### config.mk
export PLATFORM = sky130hd
export DESIGN_NAME = route_cmd_ctrl
export DESIGN_NICKNAME = d
export VERILOG_FILES = /design/src/rtl/route_pkg.sv /design/src/rtl/route_fifo.sv /design/src/rtl/route_cmd_ctrl.sv
export SDC_FILE = /design/constraint.sdc
export NUM_CORES = 1
export LEC_CHECK = 0
export BUFFER_PORTS_ARGS = -buffer_cell sky130_fd_sc_hd__buf_2
export CAP_MARGIN = 10
export CORE_ASPECT_RATIO = 0.75
export CORE_UTILIZATION = 30
export DETAILED_ROUTE_END_ITERATION = 8
export GPL_ROUTABILITY_DRIVEN = 0
export REMOVE_ABC_BUFFERS = 1
export SLEW_MARGIN = 10
export SYNTH_ARGS = -nofsm -noshare
export SYNTH_HDL_FRONTEND = slang
export SYNTH_SLANG_ARGS = --single-unit
### constraint.sdc
create_clock -name clk -period 3.9 [get_ports clk]
set_clock_uncertainty 0.2 [all_clocks]
set_input_delay 0.585 -clock clk [delete_from_list [all_inputs] [get_ports clk]]
set_output_delay 0.585 -clock clk [all_outputs]
set_load 0.02 [all_outputs]
### src/rtl/route_pkg.sv
// rtl/route_pkg.sv - shared state and opcode types for the route command controller
package route_pkg;

  typedef enum logic [1:0] {
    IDLE,
    MOVE,
    DWELL
  } state_t;

  typedef enum logic [1:0] {
    OP_STOP,
    OP_GO,
    OP_APPEND,
    OP_RESUME
  } opcode_t;

endpackage

### src/rtl/route_fifo.sv
// rtl/route_fifo.sv - destination queue; flush with a simultaneous push leaves one entry
module route_fifo #(
  parameter int ID_W   = 6,
  parameter int QDEPTH = 4
) (
  input  logic                      clk,
  input  logic                      rst_n,
  input  logic                      push,
  input  logic                      pop,
  input  logic                      flush,
  input  logic [ID_W-1:0]           din,
  output logic [ID_W-1:0]           head,
  output logic [$clog2(QDEPTH):0]   count,
  output logic                      full,
  output logic                      empty
);

  localparam int AW = $clog2(QDEPTH);
  localparam logic [AW:0] DEPTH_C = (AW+1)'(QDEPTH);

  logic [ID_W-1:0] mem [QDEPTH];
  logic [AW-1:0]   rd_ptr;
  logic [AW-1:0]   wr_ptr;
  logic [AW-1:0]   wr_addr;
  logic            do_push;
  logic            do_pop;

  assign full    = (count == DEPTH_C);
  assign empty   = (count == '0);
  assign head    = mem[rd_ptr];
  assign wr_addr = flush ? '0 : wr_ptr;
  assign do_push = push & (flush | ~full);
  assign do_pop  = pop & ~empty & ~flush;

  // Storage carries no reset; the pointers alone define what is valid.
  always_ff @(posedge clk) begin
    if (do_push) mem[wr_addr] <= din;
  end

  always_ff @(posedge clk or negedge rst_n) begin
    if (!rst_n) begin
      rd_ptr <= '0;
      wr_ptr <= '0;
      count  <= '0;
    end else if (flush) begin
      rd_ptr <= '0;
      wr_ptr <= push ? AW'(1) : '0;
      count  <= push ? (AW+1)'(1) : '0;
    end else begin
      if (do_push) wr_ptr <= wr_ptr + AW'(1);
      if (do_pop)  rd_ptr <= rd_ptr + AW'(1);
      case ({do_push, do_pop})
        2'b10:   count <= count + (AW+1)'(1);
        2'b01:   count <= count - (AW+1)'(1);
        default: count <= count;
      endcase
    end
  end

endmodule

### src/rtl/route_cmd_ctrl.sv
// rtl/route_cmd_ctrl.sv - BLE-commanded station router with dwell stops; ROUTE_BUZZ_EN adds the obstacle buzzer
module route_cmd_ctrl #(
  parameter int ID_W      = 6,
  parameter int QDEPTH    = 4,
  parameter int DWELL_CYC = 50_000_000,
  parameter int BUZZ_DIV  = 12_500
) (
  input  logic                      clk,
  input  logic                      rst_n,
  input  logic [7:0]                cmd,
  input  logic                      cmd_rdy,
  input  logic [7:0]                ID,
  input  logic                      ID_vld,
  input  logic                      OK2Move,
  output logic                      clr_cmd_rdy,
  output logic                      clr_ID_vld,
  output logic                      go,
  output logic                      in_transit,
  output logic                      arrived,
  output logic [$clog2(QDEPTH):0]   q_cnt,
  output logic                      q_ovf,
  output logic                      buzz,
  output logic                      buzz_n
);

  import route_pkg::*;

  localparam int CW = $clog2(QDEPTH) + 1;
  localparam int DW = (DWELL_CYC > 1) ? $clog2(DWELL_CYC) : 1;
  localparam logic [DW-1:0] DWELL_LOAD = DW'(DWELL_CYC - 1);

  state_t          state, state_nx;
  opcode_t         op;
  logic [DW-1:0]   dwell_cnt, dwell_nx;
  logic            ovf_nx;
  logic            arrived_nx;
  logic            q_push, q_pop, q_flush;
  logic            q_full, q_empty;
  logic [ID_W-1:0] q_head;
  logic            id_match;
  logic            unused_bits;

  assign op          = opcode_t'(cmd[7:6]);
  assign id_match    = (ID[ID_W-1:0] == q_head);
  assign clr_cmd_rdy = cmd_rdy;
  assign in_transit  = (state == MOVE);
  assign go          = OK2Move & in_transit;
  assign unused_bits = ^{cmd, ID};

  route_fifo #(
    .ID_W   (ID_W),
    .QDEPTH (QDEPTH)
  ) u_fifo (
    .clk   (clk),
    .rst_n (rst_n),
    .push  (q_push),
    .pop   (q_pop),
    .flush (q_flush),
    .din   (cmd[ID_W-1:0]),
    .head  (q_head),
    .count (q_cnt),
    .full  (q_full),
    .empty (q_empty)
  );

  always_ff @(posedge clk or negedge rst_n) begin
    if (!rst_n) begin
      state     <= IDLE;
      dwell_cnt <= '0;
      q_ovf     <= 1'b0;
      arrived   <= 1'b0;
    end else begin
      state     <= state_nx;
      dwell_cnt <= dwell_nx;
      q_ovf     <= ovf_nx;
      arrived   <= arrived_nx;
    end
  end

  // Dwell timing runs underneath any command; only STOP/GO/RESUME redirect the state.
  always_comb begin
    state_nx   = state;
    dwell_nx   = dwell_cnt;
    ovf_nx     = q_ovf;
    arrived_nx = 1'b0;
    q_push     = 1'b0;
    q_pop      = 1'b0;
    q_flush    = 1'b0;
    clr_ID_vld = 1'b0;

    if (state == DWELL) begin
      if (dwell_cnt == '0) state_nx = MOVE;
      else                 dwell_nx = dwell_cnt - DW'(1);
    end

    if (cmd_rdy) begin
      case (op)
        OP_STOP: begin
          q_flush  = 1'b1;
          ovf_nx   = 1'b0;
          state_nx = IDLE;
        end
        OP_GO: begin
          q_flush  = 1'b1;
          q_push   = 1'b1;
          ovf_nx   = 1'b0;
          state_nx = MOVE;
        end
        OP_APPEND: begin
          if (q_full) ovf_nx = 1'b1;
          else        q_push = 1'b1;
        end
        OP_RESUME: begin
          if (state != MOVE && !q_empty) state_nx = MOVE;
        end
      endcase
    end else if (ID_vld) begin
      clr_ID_vld = 1'b1;
      if (state == MOVE && id_match) begin
        q_pop = 1'b1;
        if (q_cnt == CW'(1)) begin
          state_nx   = IDLE;
          arrived_nx = 1'b1;
        end else begin
          state_nx = DWELL;
          dwell_nx = DWELL_LOAD;
        end
      end
    end
  end

`ifdef ROUTE_BUZZ_EN
  localparam int BW = (BUZZ_DIV > 1) ? $clog2(BUZZ_DIV) : 1;

  logic [BW-1:0] buzz_cnt;
  logic          buzz_q;
  logic          buzz_on;

  assign buzz_on = in_transit & ~OK2Move;
  assign buzz    = buzz_on & buzz_q;
  assign buzz_n  = buzz_on & ~buzz_q;

  always_ff @(posedge clk or negedge rst_n) begin
    if (!rst_n) begin
      buzz_cnt <= '0;
      buzz_q   <= 1'b0;
    end else if (!buzz_on) begin
      buzz_cnt <= '0;
      buzz_q   <= 1'b0;
    end else if (buzz_cnt == BW'(BUZZ_DIV - 1)) begin
      buzz_cnt <= '0;
      buzz_q   <= ~buzz_q;
    end else begin
      buzz_cnt <= buzz_cnt + BW'(1);
    end
  end
`else
  assign buzz   = 1'b0;
  assign buzz_n = 1'b0;
`endif

endmodule

==> results.rst, run 1 <==
.. list-table::
   :header-rows: 1

   * - Metric
     - Value
   * - Run status
     - complete, but fails checks
   * - Violations in the final reports
     - DRC
   * - Global Route Usage Sum
     - 0.136
   * - Filler instances
     - around 1000
   * - Startpoint class of the critical path
     - flop
   * - VDD IR max
     - between 0.2 and 0.3 mV
   * - Aggregate negative setup slack
     - 0 ns
   * - Vias in the first global route
     - between 2000 and 2500
   * - Skew-Pair Late Insertion Delay
     - approximately 0.33 ns
   * - Largest net degree at the start of global routing
     - 38
   * - Setup crit end kind
     - flop
   * - Hold Crit Class
     - in -> async
   * - Seq/Total Area, Yosys
     - 0.518
   * - Portion of the clock cycle consumed by the worst path in the final layout
     - 0.760
   * - Register area
     - 0.00165 mm2
   * - Post-synthesis register bit count
     - 61
   * - Mapped cell area
     - between 0.003 and 0.004 mm2
   * - Starting density of the core
     - 0.309
   * - Actual slew at the worst max-slew pin
     - 0.853 ns
   * - Core region area
     - 0.0103 mm2
   * - CP delay by family, top
     - flip-flops
   * - CTS Buffer Depth
     - 2
   * - Routed wire per std cell
     - around 15 um
   * - Number of antenna violations at the first check in global routing
     - 0
   * - DRT Wirelength
     - 6660 um
   * - Average cell area after synthesis
     - ~11 um2
   * - Layout Nets
     - ~340
   * - Synth Flop Type
     - sky130_fd_sc_hd__dfrtp_1
   * - Multi-input gate area
     - between 0.001 and 0.0015 mm2
   * - Wire length of the first global-routing pass
     - 11300 um
   * - Mapped Cells
     - ~280
   * - Critical path start-end classification
     - reg -> reg
   * - Height of the chip
     - roughly 90 um
   * - Drc violations
     - 1
   * - Final number of max-transition violations
     - 0
   * - Number of enable-type register cells in the synthesized netlist
     - 24
   * - Standard cell with the maximum stage delay on the critical path
     - sky130_fd_sc_hd__dfrtp_1
   * - TritonCTS sink count
     - slightly above 60
   * - HPWL after DPL
     - ~4700 um
   * - Worst slew slack as a fraction of its limit
     - 0.431
   * - Leakage power summed over all cells
     - 1.35 nW
   * - Clock-pin slew reported for the worst setup and hold paths after clock tree synthesis
     - 0.05 ns
   * - Setup violation total in the final timing report
     - 0
   * - Area of the die
     - 0.0110 mm2
   * - IO buf count
     - 27
   * - Number of resized instances in the post-cts repair step
     - 0
   * - Largest stage delay on the critical path
     - roughly 0.71 ns
   * - Drt first pass iters
     - 6
   * - Yosys warnings
     - 0
   * - Crit path max fanout
     - 12
   * - Critical path buffer and inverter count
     - 1
   * - Final critical delay including setup and external delays
     - around 3.0 ns
   * - Routed vias
     - roughly 2200
   * - Mean number of vias per cell
     - 4.91
   * - Dpl cells
     - about 440
   * - Clock tree from TritonCTS
     - yes
   * - Number of inserted diodes
     - 0
   * - Max_cap viols
     - 0
   * - Post-Route Utilization
     - 0.361
   * - Count of cell types in the netlist
     - 53
   * - Global route overflow
     - 0
   * - # hold bufs at CTS
     - 0
   * - Number of standard-cell rows in the floorplan
     - 32
   * - Pwr per Cell Area
     - 509 mW/mm2
   * - Post-synthesis async set-or-reset flop share
     - 0.607
   * - Crit path DAT
     - roughly 3.0 ns
   * - Proportion of layout cells with a drive suffix above 1
     - 0.182
   * - Number of design-rule violations left by the first detailed-router iteration
     - 150
   * - Setup repair after global routing missed its margin
     - no
   * - X dimension of the die
     - ~120 um
   * - Cells traversed along the worst timing path
     - mux4_2, xnor2_1, and3_1, o21a_1, nand3_1, buf_4, o311ai_0
   * - Maximum level of the CTS H-tree
     - 3
   * - Number of ports placed on the die boundary
     - 32
   * - Post-CTS Setup Repair Bufs
     - 0
   * - Num CTS Buffers
     - 9
   * - Antenna-violating nets left
     - 0
   * - Library cell used as clock root buffer
     - sky130_fd_sc_hd__clkbuf_16
   * - Endpoint required time on the critical path
     - a little under 4 ns
   * - Final cell count without fillers
     - roughly 450
   * - Count of endpoints failing hold in the final timing report
     - 0
   * - Fmax
     - 337 MHz
   * - Relative area change from synthesis to final layout
     - 17.0%
-- synth_stat cells (all sizes together) (6+ instances only) --
cell	n	area (um2)
dfrtp	37	926
edfxtp	24	721
nand2	24	90.1
nor2	20	77.6
xnor2	20	175
nor3	15	85.1
nand3	11	55.1
a21oi	10	50.1
inv	10	37.5
ha	9	113
o21ai	9	45.0
buf	8	62.6
and3	7	43.8
mux2i	7	70.1
nand2b	6	37.5
nor2b	6	37.5
nor4	6	52.6
xor2	6	52.6
-- power by group --
part	switching (mW)	leakage, nW	internal, mW
Combinational	0.180	0.615	0.129
Sequential	0.0690	0.598	0.733
Clock	0.276	0.141	0.506
Total	0.524	1.35	1.37
-- final timing paths --
check / start / endpoint / slack, ns / depth (start not counted)
worst min register to register: dwell_cnt[16] / dwell_cnt[16] / 0.33 / 2
min in group clk: cmd[0] / u_fifo.mem[2][0] / 0.29 / 1
worst max-delay path: u_fifo.rd_ptr[0] / dwell_cnt[1] / 0.94 / 7
worst min-delay path: rst_n / dwell_cnt[21] / 0.17 / 1
max in group asynchronous: rst_n / u_fifo.wr_ptr[1] / 2.79 / 1
worst max register to register: u_fifo.rd_ptr[0] / dwell_cnt[1] / 0.94 / 7
-- final cells by class --
class                   count  area share
flip-flops and latches     61       0.443
well taps                 136      0.0458
multi-input cells         202       0.382
clock inverters             5      0.0135
repair buffers             29      0.0404
inverters                  10      0.0101
clock buffers              11      0.0653
-- worst register-to-register path, delay by kind of cell, from the launching register on --
kind	cells	cell delay [ns]
DFF	1	0.71
muxes	1	0.59
and+or+nand+nor	2	0.57
AOI/OAI and AO/OA	2	0.32
buffers and inverters	1	0.31
xor gates and xnor gates	1	0.14
-- routing by layer --
layer	part of all wire	vias up	wire length, um	GRT usage
met5	0	-	0	0
met1	0.52	1100	3460	0.194
met2	0.44	43	2920	0.188
met4	0	0	0	0.0648
met3	0.041	0	271	0.0364
li1	-	1085	-	-
-- cell usage in the layout, fill, tap and decap left out, drive strengths merged, types with 2 or more instances in the layout --
cell | synthesis | layout
nand4 | 2 | 2
nor3b | 2 | 2
nor4b | 2 | 2
or4b | 2 | 2
conb | 1 | 2
nor2 | 20 | 20
o21ai | 9 | 9
o41ai | 3 | 3
inv | 10 | 10
nand2b | 6 | 6
o311ai | 2 | 2
or4 | 4 | 4
a21o | 2 | 2
nand4b | 2 | 2
nor4 | 6 | 6
ha | 9 | 9
buf | 8 | 29
nand3 | 11 | 11
clkbuf | 4 | 11
o211ai | 4 | 4
nand2 | 24 | 24
and3 | 7 | 7
edfxtp | 24 | 24
mux4 | 4 | 4
xor2 | 6 | 6
a211oi | 3 | 3
clkinv | 0 | 3
nor3 | 15 | 15
a21oi | 10 | 10
xnor2 | 20 | 20
nor2b | 6 | 6
o2111ai | 2 | 2
or3 | 4 | 4
dfrtp | 37 | 37
mux2i | 7 | 7
-- logic make-up after synthesis --
group / after synthesis / share of synthesized area
compound gates: 37 / 0.0784
xor+xnor: 26 / 0.0717
fa+ha+maj: 9 / 0.0354
buf+inv: 22 / 0.0362
flops: 61 / 0.518
mux: 11 / 0.0504
other cells: 1 / 0.00118
simple gates: 117 / 0.208
-- state kept, by name, indices dropped and copies added, names as in the netlist --
register       flops
q_ovf              1
u_fifo.wr_ptr      2
u_fifo.rd_ptr      2
state              2
dwell_cnt         26
u_fifo.mem        24
arrived            1
u_fifo.count       3
-- per-stage QoR --
step                area [um2]  hold slack [ns]  total power [mW]  worst slack [ns]
floorplan                 3100           0.0894              1.01              1.06
global placement          3420            0.297              1.10             0.959
detailed placement        3420            0.309              1.12             0.912
CTS                       3720            0.206              1.91             0.896
global route              3720            0.247              1.99             0.724
finish                    3720            0.169              1.89             0.937
(Power assumes the default switching activity.)
==> run 2, diff against run 1 <==
Settings changed: ABC_AREA set to 1.
Clock period 3.9 ns to 2.4 ns, I/O delays scaled along.
==> run 2 against run 1 <==
Effect of this change:
- worst setup slack got worse by 0.76 ns
- maximum frequency increased by 34%
- first-iteration DRC count decreased by 3.3%
- combinational power increased by 75%
- clock power increased by 57%
- cell count increased by 39%
- largest power group is now clock
- synthesized cell count increased by 50%
- the run now ends clean
- sequential share of layout area decreased by 5.0 points
==> results.rst, run 2 <==
.. list-table::
   :header-rows: 1

   * - Metric
     - Value
   * - Run status
     - finished clean
   * - Largest family of logic cells by synthesized area
     - simple AND/OR/NAND/NOR gates
   * - Setup violation total in the final timing report
     - 0 (unchanged)
   * - Portion of netlist area occupied by mux cells
     - 0 (-0.0504)
   * - Skew-Pair Late Insertion Delay
     - 0.33 ns (about the same)
   * - Starting density of the core
     - 0.310 (+0.00134)
   * - Mapped Cells
     - 427 (+50%)
   * - Critical path start-end classification
     - reg -> reg
   * - IO buf count
     - 27 (unchanged)
   * - Number of enable-type register cells in the synthesized netlist
     - 24 (unchanged)
   * - Portion of the clock cycle consumed by the worst path in the final layout
     - 0.925 (+0.165)
   * - Pwr per Cell Area
     - 708 mW/mm2 (+39%)
   * - Aggregate negative setup slack
     - 0 ns (unchanged)
   * - Hold Crit Class
     - in -> reg
   * - Mean number of vias per cell
     - 4.69 (-4.5%)
   * - Startpoint class of the critical path
     - flop
   * - Num CTS Buffers
     - 9 (unchanged)
   * - Non-Filler Cell Area, Final
     - 0.00419 mm2 (+13%)
   * - Crit path max fanout
     - 4 (-8)
   * - Fmax
     - 451 MHz (+34%)
   * - Max_cap viols
     - 0 (unchanged)
   * - Antenna-violating nets left
     - 0 (unchanged)
   * - Depth of the worst register-to-register path
     - 11 (+4)
   * - Largest net degree at the start of global routing
     - 38 (unchanged)
   * - Seq/Total Area, Yosys
     - 0.482 (-0.0366)
   * - Height of the chip
     - 94.4 um (+3.7%)
   * - DRT Wirelength
     - 8070 um (+21%)
   * - Synth Flop Type
     - sky130_fd_sc_hd__dfrtp_1
   * - Synthesized-area fraction occupied by xor and xnor cells
     - 0 (-0.0717)
   * - Register with the highest flop count
     - dwell_cnt
   * - Number of design-rule violations left by the first detailed-router iteration
     - 145 (-3.3%)
   * - Area fraction in and, or, nand and nor cells after synthesis
     - 0.322 (+0.114)
   * - Post-CTS Setup Repair Bufs
     - 0 (unchanged)
   * - Proportion of layout cells with a drive suffix above 1
     - 0.198 (+0.0156)
   * - Setup crit end kind
     - flop
   * - Register area
     - 0.00165 mm2 (about the same)
   * - TritonCTS sink count
     - 61 (unchanged)
   * - Leakage power summed over all cells
     - 1.89 nW (+39%)
   * - Multi-input gate area
     - 0.00153 mm2 (+7.8%)
   * - Top cells by instance count after synthesis
     - 106 x sky130_fd_sc_hd__nand2_1, 56 x sky130_fd_sc_hd__nor2_1, 54 x sky130_fd_sc_hd__inv_1
   * - Number of cells on the worst hold path
     - 1
   * - Drt first pass iters
     - 5 (-1)
   * - Post-synthesis async set-or-reset flop share
     - 0.607 (unchanged)
   * - Clock tree from TritonCTS
     - yes
   * - Core region area
     - 0.0110 mm2 (+7.1%)
   * - Crit path DAT
     - 2.24 ns (-0.73 ns)
   * - Count of cell types in the netlist
     - 39 (-26%)
   * - Largest register FFs
     - 26 (unchanged)
   * - Vias in the first global route
     - 2889 (+30%)
   * - Hold-critical path endpoint
     - u_fifo.mem[2][5]
   * - Reg2Reg Capture Point
     - dwell_cnt[7]
   * - Drc violations
     - 0 (-1)
   * - Number of ports placed on the die boundary
     - 32 (unchanged)
   * - Library cell used as clock root buffer
     - sky130_fd_sc_hd__clkbuf_16
   * - HPWL after DPL
     - 6180 um (+31%)
   * - Filler instances
     - 1108 (+11%)
   * - Commonest cells after routing, fill and taps aside
     - 106 x sky130_fd_sc_hd__nand2_1, 54 x sky130_fd_sc_hd__inv_1, 54 x sky130_fd_sc_hd__nor2_1
   * - Global route overflow
     - 0 (unchanged)
   * - Yosys warnings
     - 0 (unchanged)
   * - Final number of max-transition violations
     - 0 (unchanged)
   * - Average cell area after synthesis
     - 8.01 um2 (-28%)
   * - Maximum level of the CTS H-tree
     - 3 (unchanged)
   * - Number of antenna violations at the first check in global routing
     - 0 (unchanged)
   * - Worst slew slack as a fraction of its limit
     - 0.431 (-0.000526)
   * - Fraction of synthesized cell area taken by the top area cell type
     - 0.271 (-0.0206)
   * - Global Route Usage Sum
     - 0.150 (+0.0142)
   * - Largest cells by area after synthesis
     - sky130_fd_sc_hd__dfrtp_1 27%, sky130_fd_sc_hd__edfxtp_1 21%, sky130_fd_sc_hd__nand2_1 12%, sky130_fd_sc_hd__nand3_1 6.9%, sky130_fd_sc_hd__nor2_1 6.1%
   * - Count of endpoints failing hold in the final timing report
     - 0 (unchanged)
   * - VDD IR max
     - 0.484 mV (+61%)
   * - Routed wire per std cell
     - 12.8 um (-13%)
   * - Post-Route Utilization
     - 0.380 (+0.0190)
   * - R2R setup slack
     - 0.18 ns (-0.76 ns)
   * - Mapped cell area
     - 0.00342 mm2 (+7.6%)
   * - Wire length of the first global-routing pass
     - 13900 um (+23%)
   * - Layout Nets
     - 515 (+50%)
   * - Worst reg2reg path startpoint
     - dwell_cnt[0]
   * - X dimension of the die
     - 125 um (+3.7%)
   * - Post-synthesis register bit count
     - 61 (unchanged)
   * - Compound-Gate Fraction of Synth Area
     - 0.0798 (+0.00142)
   * - Dpl cells
     - 613 (+40%)
   * - Hold wc startpoint
     - cmd[5]
   * - Area of the die
     - 0.0118 mm2 (+7.5%)
   * - Leading area contributor after synthesis
     - sky130_fd_sc_hd__dfrtp_1
   * - Clock-pin slew reported for the worst setup and hold paths after clock tree synthesis
     - 0.05 ns (about the same)
   * - Commonest non-fill, non-tap cell in the layout
     - sky130_fd_sc_hd__nand2_1
   * - Routed vias
     - 2953 (+33%)
   * - Adder-cell area share of the yosys netlist
     - 0.0329 (-0.00250)
   * - Number of standard-cell rows in the floorplan
     - 33 (+3.1%)
   * - Registers with the highest flip-flop counts
     - dwell_cnt x26, u_fifo.mem x24, u_fifo.count x3
   * - Final cell count without fillers
     - 630 (+39%)
   * - Endpoint required time on the critical path
     - 2.42 ns (-1.48 ns)
   * - Relative area change from synthesis to final layout
     - 22.6%
   * - CTS Buffer Depth
     - 2 (unchanged)
   * - Most common cell in the synthesized netlist
     - sky130_fd_sc_hd__nand2_1
   * - Final critical delay including setup and external delays
     - 2.22 ns (-0.745 ns)
   * - Actual slew at the worst max-slew pin
     - 0.854 ns (+0.000789 ns)
   * - Area after DPL
     - 0.00386 mm2 (+13%)
   * - Number of inserted diodes
     - 0 (unchanged)
## run 2: changes by cell type in the layout (fill, tap and decap cells not counted), sizes merged, moves of 12 or more
cell	delta
nand2	+84
inv	+47
nor2	+40
nand3	+38
buf	+23
xnor2	-20
o21ai	+12
## run 2: cell type report
cell class	instances	area share
repair buffers	53	0.0794
flip-flops and latches	61	0.393
inverters	58	0.0529
multi-input cells	302	0.365
clock buffers	10	0.0546
clock inverters	6	0.0128
well taps	140	0.0418
## run 2: worst max path at each step
stage | start | end | depth (start not counted)
after floorplan | u_fifo.count[0] | u_fifo.mem[0][0] | 7
after CTS | u_fifo.count[0] | u_fifo.mem[1][1] | 10
after detailed placement | cmd[6] | u_fifo.mem[1][4] | 10
after global routing | dwell_cnt[0] | dwell_cnt[21] | 12
final | dwell_cnt[0] | dwell_cnt[7] | 11
after global placement | cmd[6] | u_fifo.mem[3][0] | 8
## run 2: repair_timing
action / 4_1_cts / 5_1_grt
setup endpoints to repair: 0 / 22
hold endpoints to repair: 37 / 0
gates resized for setup: 0 / 10
hold buffers: 1 / 0
## run 2: critical path: stages (launching register included)
cell and delay [ns]:
sky130_fd_sc_hd__dfrtp_1 0.41, sky130_fd_sc_hd__inv_1 0.07, sky130_fd_sc_hd__ha_1 0.22, sky130_fd_sc_hd__nand3_2 0.13, sky130_fd_sc_hd__inv_1 0.07, sky130_fd_sc_hd__nand2_1 0.08
sky130_fd_sc_hd__nor3_2 0.19, sky130_fd_sc_hd__nand3_1 0.17, sky130_fd_sc_hd__nand2_1 0.19, sky130_fd_sc_hd__or2_1 0.15, sky130_fd_sc_hd__nor2_1 0.06, sky130_fd_sc_hd__o21a_1 0.17
## run 2: layer usage
layer | vias to the layer above | global-route usage | share of wire
met5 | - | 0 | 0
met4 | 0 | 0.0569 | 0.011
li1 | 1510 | - | -
met2 | 57 | 0.228 | 0.43
met1 | 1380 | 0.207 | 0.51
met3 | 6 | 0.0380 | 0.048
## run 2: stage by stage
stage               hold slack [ns]  power [mW]  setup slack (ns)
floorplan                    -0.136        1.51             0.160
global placement              0.279        1.75           -0.0204
detailed placement            0.271        1.75           -0.0523
CTS                          0.0446        2.99            0.0105
global route                 0.0518        3.11           -0.0160
finish                       0.0508        2.97             0.181
## run 2: report_power, final
| group | internal [mW] | switching [mW] | leakage, nW |
|---|---|---|---|
| Combinational | 0.211 | 0.329 | 1.12 |
| Clock | 0.791 | 0.434 | 0.143 |
| Sequential | 1.16 | 0.0478 | 0.622 |
| Total | 2.16 | 0.811 | 1.89 |
## run 2: cells by family after synthesis
| group | after synthesis |
|---|---|
| adder cells (fa/ha/maj) | 9 |
| buffers and inverters | 65 |
| AND/OR/NAND/NOR | 247 |
| flip-flops | 61 |
| AO/OA/AOI/OAI | 44 |
| other | 1 |
==> run 3, diff against run 2 <==
Settings changed: ABC_CLOCK_PERIOD_IN_PS set to 2400, SYNTH_HIERARCHICAL set to 1.
==> run 3 against run 2 <==
Effect of this change:
- the flow now finishes with violations (setup timing)
- wire length increased by 11%
- first-iteration DRC count increased by 81%
- clock-buffer cell count shrank 1
- design area up 10%
- area after synthesis increased by 7.9%
- synthesized cell count is 7.0% higher
- flip-flop and latch count unchanged
- die area rose by 7.8%
- critical path type unchanged
==> results.rst, run 3 <==
.. list-table::
   :header-rows: 1

   * - Metric
     - Value
   * - Most common cell in the synthesized netlist
     - sky130_fd_sc_hd__nand2_1
   * - Number of inserted diodes
     - 0 (unchanged)
   * - Largest net degree at the start of global routing
     - 38 (unchanged)
   * - Count of endpoints failing hold in the final timing report
     - 0 (unchanged)
   * - Crit path max fanout
     - 6 (+2)
   * - Skew-Pair Late Insertion Delay
     - 0.33 ns (about the same)
   * - Run status
     - complete, but fails checks
   * - Number of enable-type register cells in the synthesized netlist
     - 24 (unchanged)
   * - IO buf count
     - 27 (unchanged)
   * - Number of design-rule violations left by the first detailed-router iteration
     - 262 (+81%)
   * - Max_cap viols
     - 0 (unchanged)
   * - Starting density of the core
     - 0.313 (+0.00306)
   * - Setup violation total in the final timing report
     - 2 (+2)
   * - Post-synthesis async set-or-reset flop share
     - 0.607 (unchanged)
   * - Largest cells by area after synthesis
     - sky130_fd_sc_hd__dfrtp_1 25%, sky130_fd_sc_hd__edfxtp_1 20%, sky130_fd_sc_hd__nand2_1 8.6%, sky130_fd_sc_hd__nand3_1 6.2%, sky130_fd_sc_hd__nor2_1 6.2%
   * - Num CTS Buffers
     - 9 (unchanged)
   * - Critical path start-end classification
     - reg -> reg
   * - Global route overflow
     - 0 (unchanged)
   * - Count of cell types in the netlist
     - 39 (unchanged)
   * - Vias in the first global route
     - 3186 (+10%)
   * - Post-synthesis register bit count
     - 61 (unchanged)
   * - Drt first pass iters
     - 4 (-1)
   * - Fmax
     - 370 MHz (-18%)
   * - Area of the die
     - 0.0128 mm2 (+7.8%)
   * - Hold Crit Class
     - in -> reg
   * - VDD IR max
     - 0.376 mV (-22%)
   * - Mapped Cells
     - 457 (+7.0%)
   * - Number of standard-cell rows in the floorplan
     - 34 (+3.0%)
   * - Average cell area after synthesis
     - 8.07 um2 (+0.86%)
   * - TritonCTS sink count
     - 61 (unchanged)
   * - Area after DPL
     - 0.00422 mm2 (+9.5%)
   * - Core region area
     - 0.0118 mm2 (+6.9%)
   * - Routed vias
     - 3216 (+8.9%)
   * - Setup repair after global routing missed its margin
     - yes
   * - Final number of max-transition violations
     - 0 (unchanged)
   * - Number of ports placed on the die boundary
     - 32 (unchanged)
   * - CTS Buffer Depth
     - 2 (unchanged)
   * - Maximum level of the CTS H-tree
     - 3 (unchanged)
   * - Relative area change from synthesis to final layout
     - 25.4%
   * - Largest register FFs
     - 26 (unchanged)
   * - Height of the chip
     - 98.0 um (+3.8%)
   * - Mean number of vias per cell
     - 4.67 (-0.42%)
   * - Antenna-violating nets left
     - 0 (unchanged)
   * - Top cells by instance count after synthesis
     - 85 x sky130_fd_sc_hd__nand2_1, 61 x sky130_fd_sc_hd__nor2_1, 59 x sky130_fd_sc_hd__inv_1
   * - Leading area contributor after synthesis
     - sky130_fd_sc_hd__dfrtp_1
   * - Routed wire per std cell
     - 13.0 um (+1.3%)
   * - Drc violations
     - 0 (unchanged)
   * - Yosys warnings
     - 6 (+6)
   * - Seq/Total Area, Yosys
     - 0.446 (-0.0354)
   * - Fraction of synthesized cell area taken by the top area cell type
     - 0.251 (-0.0199)
   * - Clock tree from TritonCTS
     - yes
   * - Leakage power summed over all cells
     - 2.10 nW (+11%)
   * - HPWL after DPL
     - 6630 um (+7.2%)
   * - Post-Route Utilization
     - 0.393 (+0.0127)
   * - Number of antenna violations at the first check in global routing
     - 0 (unchanged)
   * - Synth Flop Type
     - sky130_fd_sc_hd__dfrtp_1
   * - Hold_ws
     - 0.0514 ns (+0.000672 ns)
   * - X dimension of the die
     - 130 um (+3.8%)
   * - Actual slew at the worst max-slew pin
     - 0.880 ns (+0.0254 ns)
   * - Portion of the clock cycle consumed by the worst path in the final layout
     - 1.13 (+0.201)
   * - Proportion of layout cells with a drive suffix above 1
     - 0.277 (+0.0791)
   * - Setup crit end kind
     - flop
   * - Pwr per Cell Area
     - 640 mW/mm2 (-9.6%)
   * - Clock-pin slew reported for the worst setup and hold paths after clock tree synthesis
     - 0.06 ns (about the same)
   * - Crit path DAT
     - 2.71 ns (+0.47 ns)
   * - Commonest non-fill, non-tap cell in the layout
     - sky130_fd_sc_hd__nand2_1
   * - Startpoint class of the critical path
     - flop
   * - Layout Nets
     - 549 (+6.6%)
   * - Register with the highest flop count
     - dwell_cnt
   * - Commonest cells after routing, fill and taps aside
     - 83 x sky130_fd_sc_hd__nand2_1, 59 x sky130_fd_sc_hd__nor2_1, 57 x sky130_fd_sc_hd__inv_1
   * - Global Route Usage Sum
     - 0.154 (+0.00391)
   * - Library cell used as clock root buffer
     - sky130_fd_sc_hd__clkbuf_16
   * - DRT Wirelength
     - 8940 um (+11%)
   * - Mapped cell area
     - 0.00369 mm2 (+7.9%)
   * - Endpoint required time on the critical path
     - 2.41 ns (about the same)
   * - Wire length of the first global-routing pass
     - 15200 um (+9.9%)
   * - Final critical delay including setup and external delays
     - 2.70 ns (+0.482 ns)
   * - Registers with the highest flip-flop counts
     - dwell_cnt x26, u_fifo/mem x24, u_fifo/count x3
   * - Violations in the final reports
     - setup timing
   * - Worst slew slack as a fraction of its limit
     - 0.414 (-0.0169)
   * - Final worst setup slack
     - -0.301 ns (-0.482 ns)
   * - Non-Filler Cell Area, Final
     - 0.00463 mm2 (+10%)
-- run 3: changes by cell type in the layout (fill, tap and decap cells not counted), moves of 7 or more --
| cell | delta |
|---|---|
| sky130_fd_sc_hd__nand2_1 | -23 |
| sky130_fd_sc_hd__nand4_1 | +16 |
| sky130_fd_sc_hd__o21ai_0 | -10 |
| sky130_fd_sc_hd__buf_4 | +9 |
| sky130_fd_sc_hd__nor2_2 | +9 |
| sky130_fd_sc_hd__o21ai_1 | +8 |
| sky130_fd_sc_hd__nand2_2 | +7 |
-- run 3: worst max-delay path: stages (launching register included) --
cell	delay [ns]
sky130_fd_sc_hd__dfrtp_2	0.45
sky130_fd_sc_hd__buf_6	0.15
sky130_fd_sc_hd__o21ai_2	0.13
sky130_fd_sc_hd__o22ai_2	0.10
sky130_fd_sc_hd__buf_4	0.15
sky130_fd_sc_hd__a21oi_2	0.12
sky130_fd_sc_hd__nand4_1	0.13
sky130_fd_sc_hd__nor2_2	0.16
sky130_fd_sc_hd__inv_2	0.06
sky130_fd_sc_hd__a21oi_4	0.14
sky130_fd_sc_hd__nand2_4	0.07
sky130_fd_sc_hd__nor2_4	0.09
sky130_fd_sc_hd__fa_2	0.21
sky130_fd_sc_hd__xnor2_2	0.12
sky130_fd_sc_hd__inv_1	0.06
sky130_fd_sc_hd__nand2_1	0.07
sky130_fd_sc_hd__nand2_1	0.06
sky130_fd_sc_hd__nand3_1	0.06
sky130_fd_sc_hd__nand2_1	0.05
-- run 3: report_power, final --
| part | internal, mW | switching [mW] | total [mW] |
|---|---|---|---|
| clock | 0.699 | 0.489 | 1.19 |
| combinational | 0.216 | 0.310 | 0.526 |
| sequential | 1.17 | 0.0815 | 1.25 |
| total | 2.08 | 0.880 | 2.96 |
-- run 3: path summary, 6_finish.rpt --
kind                            slack, ns  cells past startpoint              from                to
worst min-delay path                 0.05                      1            cmd[0]  u_fifo/mem[0][0]
worst max register to register      -0.30                     18  u_fifo/rd_ptr[0]   u_fifo/count[2]
worst max-delay path                -0.30                     18  u_fifo/rd_ptr[0]   u_fifo/count[2]
max in group asynchronous            0.89                      2             rst_n  u_fifo/rd_ptr[0]
min in group asynchronous            0.49                      2             rst_n     dwell_cnt[22]
worst min register to register       0.29                      2      dwell_cnt[0]      dwell_cnt[0]
-- run 3: repair_timing --
| item | CTS | global route |
|---|---|---|
| resized for setup | 23 | 7 |
| hold buffers | 1 | 0 |
| setup endpoints to repair | 4 | 5 |
| endpoints found under the hold margin | 37 | 0 |
| setup buffers | 2 | 1 |
| pin swaps | 6 | 6 |
-- run 3: cells by family after synthesis --
family | Yosys count | synth area share
and+or+nand+nor | 263 | 0.354
buffers and inverters | 76 | 0.0905
DFF | 61 | 0.446
AOI/OAI and AO/OA | 42 | 0.0665
xor gates and xnor gates | 8 | 0.0190
adders and majority gates | 6 | 0.0224
other | 1 | 0.00102
-- run 3: per-stage QoR --
step	instances	setup slack (ns)	TNS, ns	total power, mW
finish	689	-0.301	-0.521	2.96
global placement	671	-0.278	-0.714	1.76
detailed placement	671	-0.443	-1.60	1.77
floorplan	445	-0.366	-4.24	1.57
CTS	688	-0.308	-0.560	2.99
global route	689	-0.512	-1.08	3.12
-- run 3: layer usage --
metal	routed length [um]	part of all wire	up-vias	GRT usage
met5	0	0	-	0
met4	124	0.014	0	0.0555
met3	469	0.052	10	0.0449
met2	3950	0.44	69	0.231
met1	4400	0.49	1507	0.210
li1	-	-	1630	-
-- run 3: area by class of cell --
type / instances / area [um2]
fill: 1176 / 7160
multi-input combinational: 321 / 1800
sequential: 61 / 1650
timing repair buffer: 66 / 454
inverter: 63 / 241
clock buffer: 9 / 225
tap: 162 / 203
clock inverter: 7 / 52.6
